File: src/rtl/relu_maxpool.sv
// ReLU + 2x2/2 max pooling + requantisation over NOK parallel conv channels.
// One half-row line buffer of partial maxima per channel; shared raster counters.

module relu_maxpool_lane #(
  parameter int N     = 7,
  parameter int MAXW  = 28,
  parameter int SHIFT = 4,
  parameter int LBW   = 4
) (
  input  logic                  clk,
  input  logic                  reset,
  input  logic                  cap,
  input  logic                  lb_we,
  input  logic                  emit,
  input  logic [LBW-1:0]        lb_idx,
  input  logic signed [2*N+1:0] sample,
  output logic [N:0]            out_data
);
  localparam int IW = 2*N+2;
  localparam logic [IW-1:0] OMAX = IW'((1 << (N+1)) - 1);

  logic signed [IW-1:0] pair;
  logic signed [IW-1:0] lbuf [MAXW/2];
  logic signed [IW-1:0] pm, lb_rd, m;
  logic [IW-1:0]        r, q;
  logic [N:0]           qsat;

  always_comb begin
    lb_rd = lbuf[lb_idx];
    pm    = (sample > pair) ? sample : pair;
    m     = (lb_rd > pm) ? lb_rd : pm;
    r     = m[IW-1] ? '0 : m;
    q     = r >> SHIFT;
    qsat  = (q > OMAX) ? OMAX[N:0] : q[N:0];
  end

  always_ff @(posedge clk) begin
    if (!reset) begin
      pair     <= '0;
      out_data <= '0;
    end else begin
      if (cap)  pair     <= sample;
      if (emit) out_data <= qsat;
    end
  end

  // Line buffer is not reset; every entry is written on an even row before it is read.
  always_ff @(posedge clk) begin
    if (lb_we) lbuf[lb_idx] <= pm;
  end
endmodule

module relu_maxpool #(
  parameter int N     = 7,
  parameter int NOK   = 3,
  parameter int MAXW  = 28,
  parameter int SHIFT = 4
) (
  input  logic                          clk,
  input  logic                          reset,
  input  logic                          in_valid,
  input  logic [NOK-1:0][2*N+1:0]       in_data,
  input  logic [11:0]                   row_len,
  output logic                          out_valid,
  output logic [NOK-1:0][N:0]           out_data,
  output logic [11:0]                   out_row,
  output logic [11:0]                   out_col,
  output logic                          frame_done
);
  localparam int LBW = $clog2(MAXW/2);
  localparam logic [11:0] LBN = 12'(MAXW/2);

  logic [11:0] col, row, w_lat, w_eff;
  logic        started, acc, last_col, last_px, lb_ok;
  logic [1:0]  vld_pipe;
  logic [LBW-1:0] lb_idx;

  always_comb begin
    w_eff       = started ? w_lat : row_len;
    acc         = in_valid && !frame_done;
    last_col    = (col == w_eff - 12'd1);
    last_px     = last_col && (row == w_eff - 12'd1);
    lb_ok       = ({1'b0, col[11:1]} < LBN);
    lb_idx      = col[LBW:1];
    vld_pipe[0] = acc && col[0] && row[0];
  end

  always_ff @(posedge clk) begin
    if (!reset) begin
      col         <= '0;
      row         <= '0;
      w_lat       <= '0;
      started     <= 1'b0;
      frame_done  <= 1'b0;
      vld_pipe[1] <= 1'b0;
      out_row     <= '0;
      out_col     <= '0;
    end else begin
      vld_pipe[1] <= vld_pipe[0];
      if (acc) begin
        started <= 1'b1;
        if (!started) w_lat <= row_len;
        if (last_col) begin
          col <= '0;
          row <= row + 12'd1;
        end else begin
          col <= col + 12'd1;
        end
        if (last_px) frame_done <= 1'b1;
      end
      if (vld_pipe[0]) begin
        out_row <= row >> 1;
        out_col <= col >> 1;
      end
    end
  end

  assign out_valid = vld_pipe[1];

  for (genvar g = 0; g < NOK; g++) begin : g_lane
    relu_maxpool_lane #(.N(N), .MAXW(MAXW), .SHIFT(SHIFT), .LBW(LBW)) u_lane (
      .clk      (clk),
      .reset    (reset),
      .cap      (acc && !col[0]),
      .lb_we    (acc && col[0] && !row[0] && lb_ok),
      .emit     (vld_pipe[0]),
      .lb_idx   (lb_idx),
      .sample   (in_data[g]),
      .out_data (out_data[g])
    );
  end
endmodule

File: config.mk
export PLATFORM = sky130hd
export DESIGN_NAME = relu_maxpool
export DESIGN_NICKNAME = d
export VERILOG_FILES = /design/src/rtl/relu_maxpool.sv
export SDC_FILE = /design/constraint.sdc
export NUM_CORES = 1
export LEC_CHECK = 0
export BUFFER_PORTS_ARGS = -buffer_cell sky130_fd_sc_hd__buf_2
export CORE_MARGIN = 8
export CORE_UTILIZATION = 32
export CTS_CLUSTER_DIAMETER = 50
export DETAILED_ROUTE_END_ITERATION = 10
export PLACE_DENSITY = 0.5
export SLEW_MARGIN = 20
export SYNTH_ARGS = -nofsm -noshare
export SYNTH_HDL_FRONTEND = slang
export SYNTH_SLANG_ARGS = --single-unit
File: constraint.sdc
create_clock -name clk -period 8.26 [get_ports clk]
set_input_delay 1.652 -clock clk [delete_from_list [all_inputs] [get_ports clk]]
set_output_delay 1.652 -clock clk [all_outputs]
set_load 0.02 [all_outputs]
==> summary.md <==
| Metric | Value |
|---|---|
| Max Fclk | 0.137 GHz |
| Cell types with the largest area share after synthesis | edfxtp_1 (58%), mux4_2 (12%), dfxtp_1 (7.9%), ha_1 (3.6%), nand2_1 (2.2%) |
| Area fraction of the dominant cell type after synthesis | 0.583 |
| Overflow left after global routing | 0 |
| Critical-path maximum fanout | 24 |
| Antenna Violating Nets Remaining | 0 |
| Number of placed cells counting well taps | 3,624 |
| Vias in the first global route | 20.4k |
| Share of total power in the clock network | 0.449 |
| Top post-synthesis cells by count | edfxtp_1 (672), nand2_1 (204), mux4_2 (184) |
| Post-layout instance area | 40,300 um2 |
| Asr flop ratio synth | 0 |
| Wire length of the first global-routing pass | 135 mm |
| Hold path depth | 2 |
| Leading cell type by number of instances after synthesis | edfxtp_1 |
| Detailed-route wire length | 91.7 mm |
| Yosys reg bits | 809 |
| Setup TNS | 0 ps |
| Power density over cell area | 240 nW/um2 |
| Switching power | 2.30 mW |
| Critical Path, Cell by Cell | buf_2 -> ha_1 -> nand4_1 -> nor4_1 -> a21bo_2 -> o211ai_1 -> mux2i_4 -> mux2i_1 -> ha_1 -> o21a_1 -> a21oi_1 -> nor2_1 -> nor3_1 -> mux2i_1 -> buf_4 -> and3_1 -> a2111oi_2 -> buf_4 -> o221a_2 |
| WP data required | 8890 ps |
| Sequential share of power | 0.473 |
| Clock network latency to the later pin of the worst-skew pair | 690 ps |
| Hold-fix buffer count after cts | 0 |
| Number of CTS-inserted buffers | 99 |
| Post-detailed-placement cell area | 36,900 um2 |
| Final Max Slew Viols | 0 |
| Most used flip-flop cell after synthesis | edfxtp_1 |
| Fin nets | 2,484 |
| Effective utilization at floorplan | 0.323 |
| Synth area leader | edfxtp_1 |
| Avg Inst Size Synth | 15.9 um2 |
| Largest incremental delay on the critical path | 1000 ps |
| Die Height | 345 um |
| Status | completed |
| Mapped Cells | 2,182 |
| Setup ws final | 982 ps |
| Clock root buffer | clkbuf_16 |
| Initial antenna violation count | 12 |
| Peak supply drop | 0.184 mV |
| Width of the die | 345 um |
| Path depth of the worst reg2reg path | 19 |
| Internal power | 7.36 mW |
| HP Class | flip-flop to flip-flop |
| Register-to-register setup slack | 1690 ps |
| Critical Path End | g_lane[2].u_lane.out_data[3] |
| HPWL after detailed placement | 52.8 mm |
| Maximum number of pins on one net before global-route repair | 77 |
| Worst-case clock skew | 65.9 ps |
| Worst-path clk slew | 60 ps |
| Vias per cell | 5.17 |
| Clock tree from TritonCTS | done |
| Overall Global Routing Usage | 0.153 |
| # setup viols final | 0 |
| # port buffers | 110 |
| Routed vias | 19.7k |
| Max-cap check violation count | 0 |
| Share of synthesized area occupied by flip-flops and latches | 0.662 |
| Slowest library cell on the worst path | nor4_1 |
| Fraction of power spent switching nets | 0.238 |
| Transition at the pin with the smallest max-transition slack | 1130 ps |
| Worst flop-to-flop path startpoint | g_lane[2].u_lane.pair[15] |
| Leakage power | 13.5 nW |
| Detailed-route DRC error count | 0 |
| Row cnt | 120 |
| Bufs on Longest Clock Path | 3 |
| Startpoint Class | primary input |
| Class of the most critical setup path | primary input to flip-flop |
| 1st-pass router iterations | 6 |
| Worst slew slack as a fraction of its limit | 0.248 |
| Start point of the critical path | in_data[47] |
| Number of H-tree branching levels | 3 |
| Number of design-rule violations left by the first detailed-router iteration | 1,456 |
| Post-layout power | 9.66 mW |
| Non-filler instance count after layout | 3,814 |
| Fraction of final layout cells sized beyond drive strength 1 | 0.244 |
| Category of the worst setup path capture point | flip-flop |
| Final worst-path cycle share | 0.881 |
| Worst hold slack | 454 ps |
| Logic gate share of total power | 0.078 |
| Die outline area | 119,000 um2 |
| Count of endpoints failing hold in the final timing report | 0 |
| Number of warnings reported in the yosys synthesis log | 0 |
| Number of library cell types mapped by synthesis | 72 |
| Endpoint arrival time on the critical path | 7900 ps |
| Placer congestion estimate | 0.791 |
| Core area | 107,000 um2 |
| Post-CTS sizing | 0 |
| Synthesis-to-layout area growth | 16.5% |
| Setup repair after global routing missed its margin | false |
| Detail-routed net length per standard cell | 24.0 um |
| I/O pin count | 113 |
| Clock period minus final worst setup slack | 7280 ps |
| Capture instance of the worst register-to-register path | g_lane[2].u_lane.out_data[3] |
| Final core occ | 0.376 |
| Postcts setup bufs | 0 |
| Number of synthesized flops with an enable pin | 672 |
| Netlist area before placement | 34,600 um2 |
| Minimum setup slack after placement | 275 ps |
| TritonCTS sink count | 809 |
[per-layer routing]
metal,vias up,wire length (um),global-route usage
li1,8790,-,-
met1,10233,41700,0.216
met2,554,41600,0.241
met3,143,6480,0.0322
met4,8,1800,0.0369
met5,-,54,0
[cells in the final DEF (no fill, tap or decap), types with 12 or more instances in the layout]
cell	Yosys	routed
nor2_1	86	75
a211oi_1	12	12
o221a_2	13	13
buf_4	3	37
xor2_1	17	17
buf_2	21	110
edfxtp_1	672	672
nand4_1	22	22
mux2i_1	65	63
clkinv_2	0	13
dfxtp_1	137	133
clkbuf_16	0	99
o21ai_0	31	30
nor3_1	16	12
nand3_1	24	23
nand2b_1	17	16
clkinv_1	1	15
mux4_2	184	184
mux2_2	44	44
nand2_1	204	204
nor4_1	15	15
a21oi_1	132	132
ha_1	99	99
inv_1	107	107
xnor2_1	24	24
and3_1	14	13
[worst min-delay path by stage]
| stage | end | slack, ps | start |
|---|---|---|---|
| 5_1_grt | g_lane[1].u_lane.pair[2] | 480 | g_lane[1].u_lane.pair[2] |
| 3_3_place_gp | out_row[10] | 440 | out_row[10] |
| 4_1_cts | out_col[7] | 450 | out_col[7] |
| 2_1_floorplan | g_lane[1].u_lane.pair[1] | 440 | g_lane[1].u_lane.pair[1] |
| 3_5_place_dp | out_col[7] | 450 | out_col[7] |
| 6_report | out_col[6] | 450 | out_col[6] |
[layout make-up]
cell class / count / area, um2
Fill cell: 10093 / 66900
Sequential cell: 809 / 22900
Multi-Input combinational cell: 1153 / 11000
Clock buffer: 116 / 2600
Tap cell: 1403 / 1760
Timing Repair Buffer: 151 / 900
Clock inverter: 67 / 744
Inverter: 108 / 407
Antenna cell: 7 / 17.5
[power by group through the flow]
stage	logic (mW)	clock network [mW]	registers, mW
floorplan	0.525	0	4.64
global placement	0.737	0	4.65
detailed placement	0.759	0	4.65
CTS	0.762	4.46	4.57
global route	0.839	4.61	4.57
finish	0.754	4.34	4.57
[worst max-delay path: cells and delay by family]
family / cells / cell delay [ps]
muxes: 3 / 1500
AOI/OAI and AO/OA: 6 / 1620
buffers and inverters: 3 / 630
and+or+nand+nor: 5 / 1830
adders and majority gates: 2 / 660
[cells by family after synthesis]
family          synth area share
flops                      0.662
compound gates            0.0526
fa+ha+maj                 0.0358
simple gates              0.0583
other cells             0.000108
xor+xnor                  0.0117
mux                        0.154
buf+inv                   0.0253
[sequential cells by signal, indices dropped and copies added, names as in the netlist, named ones only]
name / cells
g_lane.u_lane.lbuf: 672
g_lane.u_lane.pair: 48
g_lane.u_lane.out_data: 24
col: 12
row: 12
w_lat: 12
out_col: 11
out_row: 11
frame_done: 1
out_valid: 1
started: 1
No activity file was read; power rests on OpenSTA's default activity.
